## config.mk

```make
export PLATFORM = sky130hd
export DESIGN_NAME = cache_arbiter_flat
export DESIGN_NICKNAME = d
export VERILOG_FILES = /design/src/rtl/cache_arbiter_if.sv /design/src/rtl/cache_arbiter.sv /design/src/flat_wrapper.sv
export SDC_FILE = /design/constraint.sdc
export NUM_CORES = 1
export LEC_CHECK = 0
export CORE_AREA = 4 4 534 536
export CTS_CLUSTER_SIZE = 24
export DETAILED_ROUTE_END_ITERATION = 10
export DIE_AREA = 0 0 538 540
export SLEW_MARGIN = 40
export SYNTH_ARGS = -nofsm -noshare
export SYNTH_HDL_FRONTEND = slang
export SYNTH_SLANG_ARGS = --single-unit
```

## constraint.sdc

```tcl
create_clock -name clk -period 2.7 [get_ports clk]
set_input_delay 0.405 -clock clk [delete_from_list [all_inputs] [get_ports clk]]
set_output_delay 0.405 -clock clk [all_outputs]
set_load 0.05 [all_outputs]
```

## src/rtl/cache_arbiter_if.sv

```systemverilog
// Bus bundle between the two L1 caches, the arbiter and physical memory.
// The arbiter connects through the slave modport; the cache and memory side
// uses the master modport.
interface cache_arbiter_if #(
    parameter int s_line = 256
);
    logic              i_read;
    logic [31:0]       i_addr;
    logic [s_line-1:0] i_rdata;
    logic              i_resp;

    logic              d_read;
    logic              d_write;
    logic [31:0]       d_addr;
    logic [s_line-1:0] d_wdata;
    logic [s_line-1:0] d_rdata;
    logic              d_resp;

    logic              pmem_read;
    logic              pmem_write;
    logic [31:0]       pmem_addr;
    logic [s_line-1:0] pmem_wdata;
    logic [s_line-1:0] pmem_rdata;
    logic              pmem_resp;

    modport slave (
        input  i_read, i_addr, d_read, d_write, d_addr, d_wdata,
               pmem_rdata, pmem_resp,
        output i_rdata, i_resp, d_rdata, d_resp,
               pmem_read, pmem_write, pmem_addr, pmem_wdata
    );

    modport master (
        output i_read, i_addr, d_read, d_write, d_addr, d_wdata,
               pmem_rdata, pmem_resp,
        input  i_rdata, i_resp, d_rdata, d_resp,
               pmem_read, pmem_write, pmem_addr, pmem_wdata
    );
endinterface

```

## src/rtl/cache_arbiter.sv

```systemverilog
// Round-robin arbiter sharing one physical memory port between an
// instruction cache (read-only fills) and a data cache (fills and
// write-backs). One transaction is in flight at a time; memory commands are
// registered, completion strobes are combinational from pmem_resp.
module cache_arbiter #(
    parameter int s_line = 256
) (
    input  logic           clk,
    input  logic           reset,
    cache_arbiter_if.slave bus
);

    typedef enum logic [1:0] {
        IDLE    = 2'd0,
        SERVE_I = 2'd1,
        SERVE_D = 2'd2
    } state_t;

    state_t            r_state;
    state_t            w_state_nxt;
    logic              r_last_grant;      // 0 = I won the last tie, 1 = D
    logic              w_last_grant_nxt;
    logic              r_pmem_read;
    logic              w_pmem_read_nxt;
    logic              r_pmem_write;
    logic              w_pmem_write_nxt;
    logic [31:0]       r_pmem_addr;
    logic [31:0]       w_pmem_addr_nxt;
    logic [s_line-1:0] r_pmem_wdata;
    logic [s_line-1:0] w_pmem_wdata_nxt;

    logic              w_i_pend;
    logic              w_d_pend;
    logic              w_tie;
    logic              w_grant_d;

    assign w_i_pend  = bus.i_read;
    assign w_d_pend  = bus.d_read | bus.d_write;
    assign w_tie     = w_i_pend & w_d_pend;
    // On a tie D wins unless D won the previous tie.
    assign w_grant_d = w_d_pend & (~w_i_pend | ~r_last_grant);

    // Next-state and next memory command; everything holds unless changed.
    always_comb begin
        w_state_nxt      = r_state;
        w_last_grant_nxt = r_last_grant;
        w_pmem_read_nxt  = r_pmem_read;
        w_pmem_write_nxt = r_pmem_write;
        w_pmem_addr_nxt  = r_pmem_addr;
        w_pmem_wdata_nxt = r_pmem_wdata;
        case (r_state)
            IDLE: begin
                if (w_grant_d) begin
                    w_state_nxt      = SERVE_D;
                    w_pmem_addr_nxt  = bus.d_addr;
                    w_pmem_wdata_nxt = bus.d_wdata;
                    // A simultaneous read+write is treated as a write-back.
                    w_pmem_write_nxt = bus.d_write;
                    w_pmem_read_nxt  = ~bus.d_write;
                    if (w_tie) w_last_grant_nxt = 1'b1;
                end else if (w_i_pend) begin
                    w_state_nxt      = SERVE_I;
                    w_pmem_addr_nxt  = bus.i_addr;
                    w_pmem_read_nxt  = 1'b1;
                    w_pmem_write_nxt = 1'b0;
                    if (w_tie) w_last_grant_nxt = 1'b0;
                end
            end
            SERVE_I, SERVE_D: begin
                if (bus.pmem_resp) begin
                    w_state_nxt     = IDLE;
                    w_pmem_read_nxt  = 1'b0;
                    w_pmem_write_nxt = 1'b0;
                end
            end
            default: begin
                w_state_nxt      = IDLE;
                w_pmem_read_nxt  = 1'b0;
                w_pmem_write_nxt = 1'b0;
            end
        endcase
    end

    // State, grant history and registered memory command.
    always_ff @(posedge clk) begin
        if (reset) begin
            r_state      <= IDLE;
            r_last_grant <= 1'b0;
            r_pmem_read  <= 1'b0;
            r_pmem_write <= 1'b0;
            r_pmem_addr  <= '0;
            r_pmem_wdata <= '0;
        end else begin
            r_state      <= w_state_nxt;
            r_last_grant <= w_last_grant_nxt;
            r_pmem_read  <= w_pmem_read_nxt;
            r_pmem_write <= w_pmem_write_nxt;
            r_pmem_addr  <= w_pmem_addr_nxt;
            r_pmem_wdata <= w_pmem_wdata_nxt;
        end
    end

    assign bus.pmem_read  = r_pmem_read;
    assign bus.pmem_write = r_pmem_write;
    assign bus.pmem_addr  = r_pmem_addr;
    assign bus.pmem_wdata = r_pmem_wdata;

    // Fill data is a plain pass-through; the strobes alone qualify it.
    assign bus.i_rdata = bus.pmem_rdata;
    assign bus.d_rdata = bus.pmem_rdata;
    assign bus.i_resp  = ~reset & (r_state == SERVE_I) & bus.pmem_resp;
    assign bus.d_resp  = ~reset & (r_state == SERVE_D) & bus.pmem_resp;

endmodule

```

## src/flat_wrapper.sv

```systemverilog
// flat-port wrapper written by rule: the top's interface ports become plain ports
module cache_arbiter_flat 
#(
    parameter int s_line = 256
)
  (clk, reset, bus_i_read, bus_i_addr, bus_d_read, bus_d_write, bus_d_addr, bus_d_wdata, bus_pmem_rdata, bus_pmem_resp, bus_i_rdata, bus_i_resp, bus_d_rdata, bus_d_resp, bus_pmem_read, bus_pmem_write, bus_pmem_addr, bus_pmem_wdata);
  cache_arbiter_if #(.s_line(s_line)) bus_i ();
  input  logic clk;
  input  logic reset;
  input wire logic [$bits(bus_i.i_read)-1:0] bus_i_read;
  input wire logic [$bits(bus_i.i_addr)-1:0] bus_i_addr;
  input wire logic [$bits(bus_i.d_read)-1:0] bus_d_read;
  input wire logic [$bits(bus_i.d_write)-1:0] bus_d_write;
  input wire logic [$bits(bus_i.d_addr)-1:0] bus_d_addr;
  input wire logic [$bits(bus_i.d_wdata)-1:0] bus_d_wdata;
  input wire logic [$bits(bus_i.pmem_rdata)-1:0] bus_pmem_rdata;
  input wire logic [$bits(bus_i.pmem_resp)-1:0] bus_pmem_resp;
  output wire logic [$bits(bus_i.i_rdata)-1:0] bus_i_rdata;
  output wire logic [$bits(bus_i.i_resp)-1:0] bus_i_resp;
  output wire logic [$bits(bus_i.d_rdata)-1:0] bus_d_rdata;
  output wire logic [$bits(bus_i.d_resp)-1:0] bus_d_resp;
  output wire logic [$bits(bus_i.pmem_read)-1:0] bus_pmem_read;
  output wire logic [$bits(bus_i.pmem_write)-1:0] bus_pmem_write;
  output wire logic [$bits(bus_i.pmem_addr)-1:0] bus_pmem_addr;
  output wire logic [$bits(bus_i.pmem_wdata)-1:0] bus_pmem_wdata;
  assign bus_i.i_read = bus_i_read;
  assign bus_i.i_addr = bus_i_addr;
  assign bus_i.d_read = bus_d_read;
  assign bus_i.d_write = bus_d_write;
  assign bus_i.d_addr = bus_d_addr;
  assign bus_i.d_wdata = bus_d_wdata;
  assign bus_i.pmem_rdata = bus_pmem_rdata;
  assign bus_i.pmem_resp = bus_pmem_resp;
  assign bus_i_rdata = bus_i.i_rdata;
  assign bus_i_resp = bus_i.i_resp;
  assign bus_d_rdata = bus_i.d_rdata;
  assign bus_d_resp = bus_i.d_resp;
  assign bus_pmem_read = bus_i.pmem_read;
  assign bus_pmem_write = bus_i.pmem_write;
  assign bus_pmem_addr = bus_i.pmem_addr;
  assign bus_pmem_wdata = bus_i.pmem_wdata;
  cache_arbiter #(.s_line(s_line)) u_core (.clk(clk), .reset(reset), .bus(bus_i));
endmodule
```

==> impl_metrics.env, run 1 <==
export IMPL_critPathKind="flip-flop to output pin"
export IMPL_critical_path_reg2reg_endpoint="u_core.bus.pmem_wdata[201]"
export IMPL_tritoncts="built"
export IMPL_areaGrowthSynthToFinish_pct=54.8
export IMPL_vias_per_cell=2.55
export IMPL_biggest_cell_delay_along_the_critical_path_ns=1.03
export IMPL_commonest_cells_after_routing_fill_and_taps_aside="514 x sky130_fd_sc_hd__clkdlybuf4s50_1, 293 x sky130_fd_sc_hd__dfxtp_1, 260 x sky130_fd_sc_hd__a21oi_1"
export IMPL_share_comb_of_total_power_pct=36.7
export IMPL_post_synth_inst_count=1895
export IMPL_place_detailed_instances=5625
export IMPL_clk_path_buf_depth=3
export IMPL_cp_max_fo=2
export IMPL_dieHeight_um=540
export IMPL_cts_root_buf="sky130_fd_sc_hd__clkbuf_16"
export IMPL_share_of_post_route_cells_with_drive_strength_above_1_pct=11.5
export IMPL_timing_slew_headroom_pct=43.4
export IMPL_endpoint_kind="output pin"
export IMPL_layout_cells_most_common="sky130_fd_sc_hd__clkdlybuf4s50_1"
export IMPL_grt_pass1_wl_um=212000
export IMPL_grt_util_met2_pct=17.0
export IMPL_global_route_peak_usage_layer="met3"
export IMPL_total_standard_cell_area_after_synthesis_um2=15200
export IMPL_worst_hold_start="bus_d_wdata[10]"
export IMPL_layout_min_cycle_time_ns=2.55
export IMPL_finalNetCount=2514
export IMPL_postCtsResizedCells=0
export IMPL_grt_max_degree=116
export IMPL_hold_path_class="input pin to flip-flop"
export IMPL_clock_skew_ns=0.0494
export IMPL_power_density_cell_area_nw_per_um2=780
export IMPL_clock_power_share_pct=34.5
export IMPL_drt_wl_total_um=183000
export IMPL_detailedRoute_firstIterationViolations=1376
export IMPL_critical_path_startpoint_type="flip-flop"
export IMPL_top_cell_family_by_delay_on_the_critical_path="buffers and inverters"
export IMPL_setup_tns_ns=0
export IMPL_setup_viol_count_final=0
export IMPL_sequentialPowerShare_pct=28.8
export IMPL_synth_seq_cells=293
export IMPL_synth_avg_cell_area_um2=8.00
export IMPL_globalRouteOverflowTotal=0
export IMPL_row_count=195
export IMPL_initial_utilization_pct=5.40
export IMPL_switching_share_pct=41.7
export IMPL_outcome="completed"
export IMPL_crit_slowest_cell="sky130_fd_sc_hd__clkdlybuf4s50_1"
export IMPL_cts_htree_levels=2
export IMPL_fin_crit_sh_pct=94.3
export IMPL_hold_depth=3
export IMPL_cell_internal_pwr_mw=10.7
export IMPL_destination_of_the_worst_hold_path="u_core.bus.pmem_wdata[10]"
export IMPL_routed_via_count=14600
export IMPL_cp_buffers_inverters=1
export IMPL_drv_slew=0
export IMPL_port_buffers=617
export IMPL_antenna_found_initial=66
export IMPL_r2r_setup_slack_ns=0.79
export IMPL_power_ir_vdd_worst_mv=0.467
export IMPL_die_area_um2=291000
export IMPL_routabilityCongestion=0.921
export IMPL_synth_lib_cells_used_distinct=28
export IMPL_max_cap_violations=0
export IMPL_global_route_usage_met1_pct=7.73
export IMPL_placement_cell_area_um2=21900
export IMPL_timing_hold_violations_final=0
export IMPL_r2r_worst_path_cells=6
export IMPL_finish_instance_area_um2=23500
export IMPL_ios=1386
export IMPL_core_um2=281000
export IMPL_globalRouteTotalUtil_pct=11.9
export IMPL_total_switching_power_mw=7.63
export IMPL_fmax_ghz=0.393
export IMPL_yosys_warnings=0
export IMPL_p_leak_nw=7.35
export IMPL_crit_chain="clkdlybuf4s50_1"
export IMPL_sequential_cell_area_fraction_in_the_yosys_report_pct=38.7
export IMPL_worst_ep_required_time_ns=2.30
export IMPL_insertion_delay_ns=0.68
export IMPL_worst_slew_pin_transition_ns=0.846
export IMPL_cts_clk_slew_worst_paths_ns=0.06
export IMPL_cts_sinks=293
export IMPL_final_antenna_net_count=0
export IMPL_layout_cells_non_filler=5718
export IMPL_grt_setup_unrepaired="false"
export IMPL_cts_buffer_count=44
export IMPL_die_x_um=538
export IMPL_r2r_start="u_core.r_state[0]"
export IMPL_remaining_drc_errors=0
export IMPL_grt_pass1_vias=13600
export IMPL_synth_nets=2480
export IMPL_critPathArrivalTime_ns=2.14
export IMPL_place_detailed_hpwl_um=162000
export IMPL_fraction_of_met3_tracks_used_by_global_routing_pct=17.8
export IMPL_detailedRoute_firstPassIterationCount=6
export IMPL_detail_route_wl_per_cell_um=31.9
[how the worst max path moves through the flow]
stage | from | end | slack (ns) | cells past startpoint
after floorplan | reset | bus_d_resp | 1.04 | 3
after global placement | bus_i_read | u_core.bus.pmem_wdata[70] | 0.38 | 6
after detailed placement | bus_i_read | u_core.bus.pmem_wdata[47] | 0.33 | 6
after CTS | u_core.bus.pmem_wdata[143] | bus_pmem_wdata[143] | 0.01 | 1
after global routing | u_core.bus.pmem_wdata[143] | bus_pmem_wdata[143] | 0.06 | 1
final | u_core.bus.pmem_wdata[143] | bus_pmem_wdata[143] | 0.15 | 1
[repair_timing]
item | 4_1_cts | 5_1_grt
setup buffers | 0 | 0
endpoints found under the hold margin | 5 | 0
hold buffers | 1 | 0
[through the flow]
step	hold slack (ns)	power [mW]	util, %	setup WS (ns)
2_1_floorplan	0.470	10.9	-	1.04
5_1_grt	0.191	19.2	8.35	0.0587
3_5_place_dp	0.468	12.1	7.81	0.329
3_3_place_gp	0.459	12.1	7.81	0.378
4_1_cts	0.146	18.7	8.36	0.0147
6_report	0.272	18.3	8.36	0.155
[layout make-up]
cell class                 count  area (um^2)
sequential                   293         5870
inverter                       3         11.3
fill                       32700       257000
antenna                       12         30.0
tap                         3743         4680
clock buffer                  63         1310
multi-input combinational    926         4760
timing repair buffer         661         6600
clock inverter                17          223
[per-layer routing]
| metal | share of wire [%] | vias up |
|---|---|---|
| met2 | 40 | 1494 |
| met4 | 5.0 | 12 |
| li1 | - | 6063 |
| met5 | 0.088 | - |
| met1 | 22 | 6569 |
| met3 | 32 | 440 |
[Yosys cell counts, drive strengths merged]
cell	n	area, um^2
a21oi	260	1300
a2bb2oi	1	15.0
a311oi	32	280
and2	1	6.26
and3b	2	17.5
buf	601	4310
clkbuf	72	270
dfxtp	293	5870
ha	3	37.5
inv	3	11.3
nand2	65	244
nand2b	1	6.26
nand3	258	1290
nand4	1	6.26
nor2	33	124
nor2b	1	6.26
nor4b	1	8.76
o211ai	2	15.0
o21a	1	7.51
o21ai	261	1310
o2bb2ai	1	15.0
o31a	1	8.76
xor2	1	8.76
[flip-flops by register name, summed over array words and instances, names as in the netlist]
| signal | flops |
|---|---|
| u_core.bus.pmem_wdata | 256 |
| u_core.bus.pmem_addr | 32 |
| u_core.r_state | 2 |
| u_core.bus.pmem_read | 1 |
| u_core.bus.pmem_write | 1 |
| u_core.r_last_grant | 1 |
[worst min-delay path: cells and delay by family]
family	cells	cell delay, ns
compound gates	1	0.05
buf+inv	1	0.39
simple gates	1	0.06
[cells by family (layout without fill, tap and decap cells)]
| group | count (synthesis) | count (layout) | share of synthesized area, % |
|---|---|---|---|
| other cells | 0 | 12 | 0 |
| xor+xnor | 1 | 1 | 0.0578 |
| flops | 293 | 293 | 38.7 |
| simple gates | 363 | 363 | 11.3 |
| fa+ha+maj | 3 | 3 | 0.247 |
| compound gates | 559 | 559 | 19.5 |
| buf+inv | 676 | 744 | 30.3 |
[power groups by stage]
stage	clock network, mW	registers, mW	logic, mW
after floorplan	0	7.25	3.66
after global placement	0	5.34	6.80
after detailed placement	0	5.35	6.80
after CTS	6.64	5.27	6.82
after global routing	6.75	5.33	7.15
final	6.33	5.28	6.71
No activity file was read; power rests on OpenSTA's default activity.
==> run 2: changes to the inputs <==
--- a/config.mk
+++ b/config.mk
@@ -5,10 +5,10 @@
 export SDC_FILE = /design/constraint.sdc
 export NUM_CORES = 1
 export LEC_CHECK = 0
-export CORE_AREA = 4 4 534 536
+export CORE_AREA = 2 2 547 549
 export CTS_CLUSTER_SIZE = 24
 export DETAILED_ROUTE_END_ITERATION = 10
-export DIE_AREA = 0 0 538 540
+export DIE_AREA = 0 0 549 551
 export SLEW_MARGIN = 40
 export SYNTH_ARGS = -nofsm -noshare
 export SYNTH_HDL_FRONTEND = slang
==> impl_metrics.env, run 2 (synthesized netlist as in run 1, its figures left out) <==
export IMPL_commonest_cells_after_routing_fill_and_taps_aside="501 x sky130_fd_sc_hd__clkdlybuf4s50_1, 293 x sky130_fd_sc_hd__dfxtp_1, 260 x sky130_fd_sc_hd__a21oi_1"
export IMPL_placement_cell_area_um2=22000
export IMPL_vias_per_cell=2.49
export IMPL_timing_hold_violations_final=0
export IMPL_clock_power_share_pct=32.8
export IMPL_grt_max_degree=115
export IMPL_routed_via_count=14700
export IMPL_finalNetCount=2502
export IMPL_cts_clk_slew_worst_paths_ns=0.05
export IMPL_areaGrowthSynthToFinish_pct=54.5
export IMPL_clk_path_buf_depth=3
export IMPL_fmax_ghz=0.395
export IMPL_dieHeight_um=551
export IMPL_detailedRoute_firstIterationViolations=1522
export IMPL_grt_pass1_vias=13700
export IMPL_globalRouteOverflowTotal=0
export IMPL_cts_setup_buffers=0
export IMPL_finish_instance_area_um2=23400
export IMPL_routabilityCongestion=0.948
export IMPL_die_area_um2=302000
export IMPL_port_buffers=617
export IMPL_biggest_cell_delay_along_the_critical_path_ns=1.09
export IMPL_critical_path_reg2reg_endpoint="u_core.bus.pmem_wdata[108]"
export IMPL_critical_path_depth=1
export IMPL_share_comb_of_total_power_pct=37.8
export IMPL_switching_share_pct=43.0
export IMPL_postCtsResizedCells=0
export IMPL_critical_path_startpoint_type="flip-flop"
export IMPL_p_leak_nw=7.23
export IMPL_ios=1386
export IMPL_critPathKind="flip-flop to output pin"
export IMPL_fin_crit_sh_pct=93.8
export IMPL_remaining_drc_errors=0
export IMPL_share_of_post_route_cells_with_drive_strength_above_1_pct=11.3
export IMPL_cp_endpoint="bus_pmem_wdata[223]"
export IMPL_place_detailed_hpwl_um=168000
export IMPL_globalRouteTotalUtil_pct=12.0
export IMPL_outcome="completed"
export IMPL_worst_ep_required_time_ns=2.30
export IMPL_layout_cells_most_common="sky130_fd_sc_hd__clkdlybuf4s50_1"
export IMPL_grt_setup_unrepaired="false"
export IMPL_worst_slew_pin_transition_ns=0.913
export IMPL_crit_chain="clkdlybuf4s50_1"
export IMPL_cp_buffers_inverters=1
export IMPL_detailedRoute_firstPassIterationCount=7
export IMPL_power_ir_vdd_worst_mv=0.744
export IMPL_cp_max_fo=2
export IMPL_initial_utilization_pct=5.12
export IMPL_hold_path_class="input pin to flip-flop"
export IMPL_hold_buffers=0
export IMPL_setup_tns_ns=0
export IMPL_total_switching_power_mw=7.70
export IMPL_drv_slew=0
export IMPL_timing_slew_headroom_pct=39.0
export IMPL_core_um2=296000
export IMPL_insertion_delay_ns=0.68
export IMPL_power_density_cell_area_nw_per_um2=764
export IMPL_setup_viol_count_final=0
export IMPL_row_count=200
export IMPL_die_x_um=549
export IMPL_top_cell_family_by_delay_on_the_critical_path="buffers and inverters"
export IMPL_r2r_setup_slack_ns=0.75
export IMPL_cts_root_buf="sky130_fd_sc_hd__clkbuf_16"
export IMPL_cts_htree_levels=2
export IMPL_antenna_found_initial=96
export IMPL_drt_wl_total_um=190000
export IMPL_clock_skew_ns=0.0596
export IMPL_cell_internal_pwr_mw=10.2
export IMPL_max_cap_violations=0
export IMPL_endpoint_kind="output pin"
export IMPL_critPathArrivalTime_ns=2.13
export IMPL_crit_slowest_cell="sky130_fd_sc_hd__clkdlybuf4s50_1"
export IMPL_sequentialPowerShare_pct=29.4
export IMPL_r2r_start="u_core.r_last_grant"
export IMPL_cts_sinks=293
export IMPL_worstSetupStartpoint="u_core.bus.pmem_wdata[223]"
export IMPL_final_antenna_net_count=0
export IMPL_tritoncts="built"
export IMPL_largest_register_ffs=256
export IMPL_grt_pass1_wl_um=219000
export IMPL_layout_min_cycle_time_ns=2.53
export IMPL_cts_buffer_count=43
export IMPL_detail_route_wl_per_cell_um=32.1
export IMPL_r2r_worst_path_cells=4
[run 2: cell type report]
type | count | area (um^2)
multi-input combinational | 926 | 4760
clock inverter | 16 | 171
antenna | 22 | 55.1
sequential | 293 | 5870
timing repair buffer | 650 | 6440
tap | 3939 | 4930
inverter | 3 | 11.3
fill | 34800 | 273000
clock buffer | 60 | 1210
[run 2: how the worst min path moves through the flow]
| stage | start | cells after the start | endpoint | slack, ns |
|---|---|---|---|---|
| 5_1_grt | reset | 2 | u_core.bus.pmem_wdata[203] | 0.08 |
| 3_3_place_gp | u_core.bus.pmem_wdata[32] | 2 | u_core.bus.pmem_wdata[32] | 0.46 |
| 6_report | reset | 2 | u_core.bus.pmem_wdata[201] | 0.1 |
| 3_5_place_dp | u_core.bus.pmem_wdata[115] | 2 | u_core.bus.pmem_wdata[115] | 0.47 |
| 4_1_cts | reset | 2 | u_core.bus.pmem_wdata[222] | 0.01 |
| 2_1_floorplan | u_core.r_state[1] | 2 | u_core.r_state[1] | 0.47 |
[run 2: stage by stage]
step           std cells  power [mW]  hold WS, ns  worst slack, ns  util, %
6_report            5909        17.9       0.0984            0.167     7.91
5_1_grt             5902        18.7       0.0813           0.0983     7.90
4_1_cts             5887        18.2       0.0138            0.131     7.90
3_5_place_dp        5811        12.1        0.466            0.322     7.43
3_3_place_gp        5811        12.1        0.460            0.357     7.43
2_1_floorplan       1895        10.9        0.470             1.04        -
[run 2: metal layers]
metal | up-vias | track usage (%) | share of wire (%)
li1 | 6039 | - | -
met5 | - | 1.42 | 0.51
met3 | 509 | 17.5 | 32
met1 | 6526 | 8.03 | 23
met2 | 1608 | 16.0 | 38
met4 | 28 | 7.14 | 6.5
[run 2: power groups by stage]
stage | sequential [mW] | combinational, mW | clock [mW]
2_1_floorplan | 7.25 | 3.66 | 0
3_3_place_gp | 5.33 | 6.79 | 0
3_5_place_dp | 5.34 | 6.80 | 0
4_1_cts | 5.26 | 6.81 | 6.16
5_1_grt | 5.32 | 7.19 | 6.23
6_report | 5.26 | 6.77 | 5.88
==> run 3: changes to the inputs <==
--- a/config.mk
+++ b/config.mk
@@ -9,6 +9,7 @@
 export CTS_CLUSTER_SIZE = 24
 export DETAILED_ROUTE_END_ITERATION = 10
 export DIE_AREA = 0 0 549 551
+export SETUP_SLACK_MARGIN = 0.2
 export SLEW_MARGIN = 40
 export SYNTH_ARGS = -nofsm -noshare
 export SYNTH_HDL_FRONTEND = slang
==> impl_metrics.env, run 3 (synthesized netlist as in run 1, its figures left out) <==
export IMPL_fin_hold_ws_ns=0.114
export IMPL_global_route_peak_usage_layer="met3"
export IMPL_global_route_usage_met1_pct=8.06
export IMPL_biggest_cell_delay_along_the_critical_path_ns=1.07
export IMPL_row_count=200
export IMPL_grt_max_degree=115
export IMPL_critPathArrivalTime_ns=2.05
export IMPL_cts_buffer_count=43
export IMPL_postCtsResizedCells=30
export IMPL_finish_instance_area_um2=23400
export IMPL_cts_clk_slew_worst_paths_ns=0.06
export IMPL_critPathKind="flip-flop to output pin"
export IMPL_worst_ep_required_time_ns=2.30
export IMPL_timing_hold_violations_final=0
export IMPL_die_x_um=549
export IMPL_crit_chain="clkdlybuf4s50_1"
export IMPL_drv_slew=0
export IMPL_cts_setup_buffers=0
export IMPL_share_of_post_route_cells_with_drive_strength_above_1_pct=11.2
export IMPL_clk_path_buf_depth=3
export IMPL_hold_path_class="input pin to flip-flop"
export IMPL_insertion_delay_ns=0.69
export IMPL_fraction_of_met3_tracks_used_by_global_routing_pct=17.5
export IMPL_finalNetCount=2502
export IMPL_grt_pass1_wl_um=219000
export IMPL_detailedRoute_firstPassIterationCount=6
export IMPL_hold_depth=2
export IMPL_clock_skew_ns=0.0583
export IMPL_critical_path_startpoint_type="flip-flop"
export IMPL_layout_min_cycle_time_ns=2.45
export IMPL_layout_cells_most_common="sky130_fd_sc_hd__clkdlybuf4s50_1"
export IMPL_cts_sinks=293
export IMPL_worstSetupStartpoint="u_core.bus.pmem_wdata[170]"
export IMPL_timing_slew_headroom_pct=40.0
export IMPL_globalRouteTotalUtil_pct=12.0
export IMPL_drt_wl_total_um=190000
export IMPL_place_detailed_hpwl_um=168000
export IMPL_fmax_ghz=0.408
export IMPL_power_density_cell_area_nw_per_um2=763
export IMPL_initial_utilization_pct=5.12
export IMPL_grt_util_met2_pct=16.0
export IMPL_grt_setup_unrepaired="false"
export IMPL_tritoncts="built"
export IMPL_port_buffers=617
export IMPL_outcome="completed"
export IMPL_vias_per_cell=2.50
export IMPL_nFillCells=34800
export IMPL_fin_crit_sh_pct=90.8
export IMPL_setup_viol_count_final=0
export IMPL_critical_path_depth=1
export IMPL_final_antenna_net_count=0
export IMPL_detailedRoute_firstIterationViolations=1562
export IMPL_largest_register_ffs=256
export IMPL_placement_cell_area_um2=22000
export IMPL_endpoint_kind="output pin"
export IMPL_r2r_setup_slack_ns=0.71
export IMPL_areaGrowthSynthToFinish_pct=54.4
export IMPL_r2r_start="u_core.r_state[0]"
export IMPL_commonest_cells_after_routing_fill_and_taps_aside="467 x sky130_fd_sc_hd__clkdlybuf4s50_1, 293 x sky130_fd_sc_hd__dfxtp_1, 260 x sky130_fd_sc_hd__a21oi_1"
export IMPL_worst_hold_start="reset"
export IMPL_crit_slowest_cell="sky130_fd_sc_hd__clkdlybuf4s50_1"
export IMPL_cts_htree_levels=2
export IMPL_grt_pass1_vias=13700
export IMPL_die_area_um2=302000
export IMPL_routabilityCongestion=0.948
export IMPL_cts_root_buf="sky130_fd_sc_hd__clkbuf_16"
export IMPL_remaining_drc_errors=0
export IMPL_top_cell_family_by_delay_on_the_critical_path="buffers and inverters"
export IMPL_max_cap_violations=0
export IMPL_antenna_found_initial=97
export IMPL_power_ir_vdd_worst_mv=0.740
export IMPL_cp_max_fo=2
export IMPL_critical_path_reg2reg_endpoint="u_core.bus.pmem_wdata[177]"
export IMPL_r2r_worst_path_cells=6
export IMPL_routed_via_count=14800
export IMPL_core_um2=296000
export IMPL_worst_slew_pin_transition_ns=0.904
export IMPL_cp_endpoint="bus_pmem_wdata[170]"
export IMPL_detail_route_wl_per_cell_um=32.1
export IMPL_hold_buffers=0
export IMPL_dieHeight_um=551
export IMPL_cp_buffers_inverters=1
export IMPL_setup_tns_ns=0
export IMPL_globalRouteOverflowTotal=0
export IMPL_ios=1386
export IMPL_p_leak_nw=7.43
run 3: worst min-delay path by stage:
stage,endpoint,slack (ns)
after floorplan,u_core.r_state[1],0.47
after global placement,u_core.bus.pmem_wdata[32],0.46
after detailed placement,u_core.bus.pmem_wdata[115],0.47
after CTS,u_core.bus.pmem_wdata[222],0.01
after global routing,u_core.bus.pmem_wdata[203],0.08
final,u_core.bus.pmem_wdata[215],0.11
run 3: routing by layer:
layer,wire length (um),share of wire [%],up-vias
li1,-,-,6043
met1,43300,23,6540
met2,72200,38,1634
met3,60700,32,515
met4,12700,6.7,24
met5,698,0.37,-
run 3: worst register-to-register path: cells and delay by family, from the launching register on:
family	cells	cell delay, ns
fa+ha+maj	1	0.35
simple gates	1	0.47
compound gates	2	0.46
flops	1	0.32
buf+inv	2	0.29
run 3: report_power, final:
group	switching (mW)	internal [mW]
logic	4.80	1.93
clock network	2.55	3.32
registers	0.347	4.91
total	7.69	10.2
run 3: cell type report:
type / instances / area (um^2) / share of cell area (%)
antenna: 20 / 50.0 / 0.214
clock buffer: 60 / 1210 / 5.17
timing repair buffer: 650 / 6420 / 27.4
tap: 3939 / 4930 / 21.0
inverter: 3 / 11.3 / 0.0481
clock inverter: 16 / 171 / 0.732
multi-input combinational: 926 / 4760 / 20.3
sequential: 293 / 5870 / 25.0
run 3: per-stage QoR:
step / setup slack [ns] / utilization, % / instances / power [mW]
4_1_cts: 0.200 / 7.88 / 5887 / 18.2
3_5_place_dp: 0.322 / 7.43 / 5811 / 12.1
2_1_floorplan: 1.04 / - / 1895 / 10.9
6_report: 0.248 / 7.90 / 5907 / 17.9
5_1_grt: 0.206 / 7.90 / 5902 / 18.7
3_3_place_gp: 0.357 / 7.43 / 5811 / 12.1
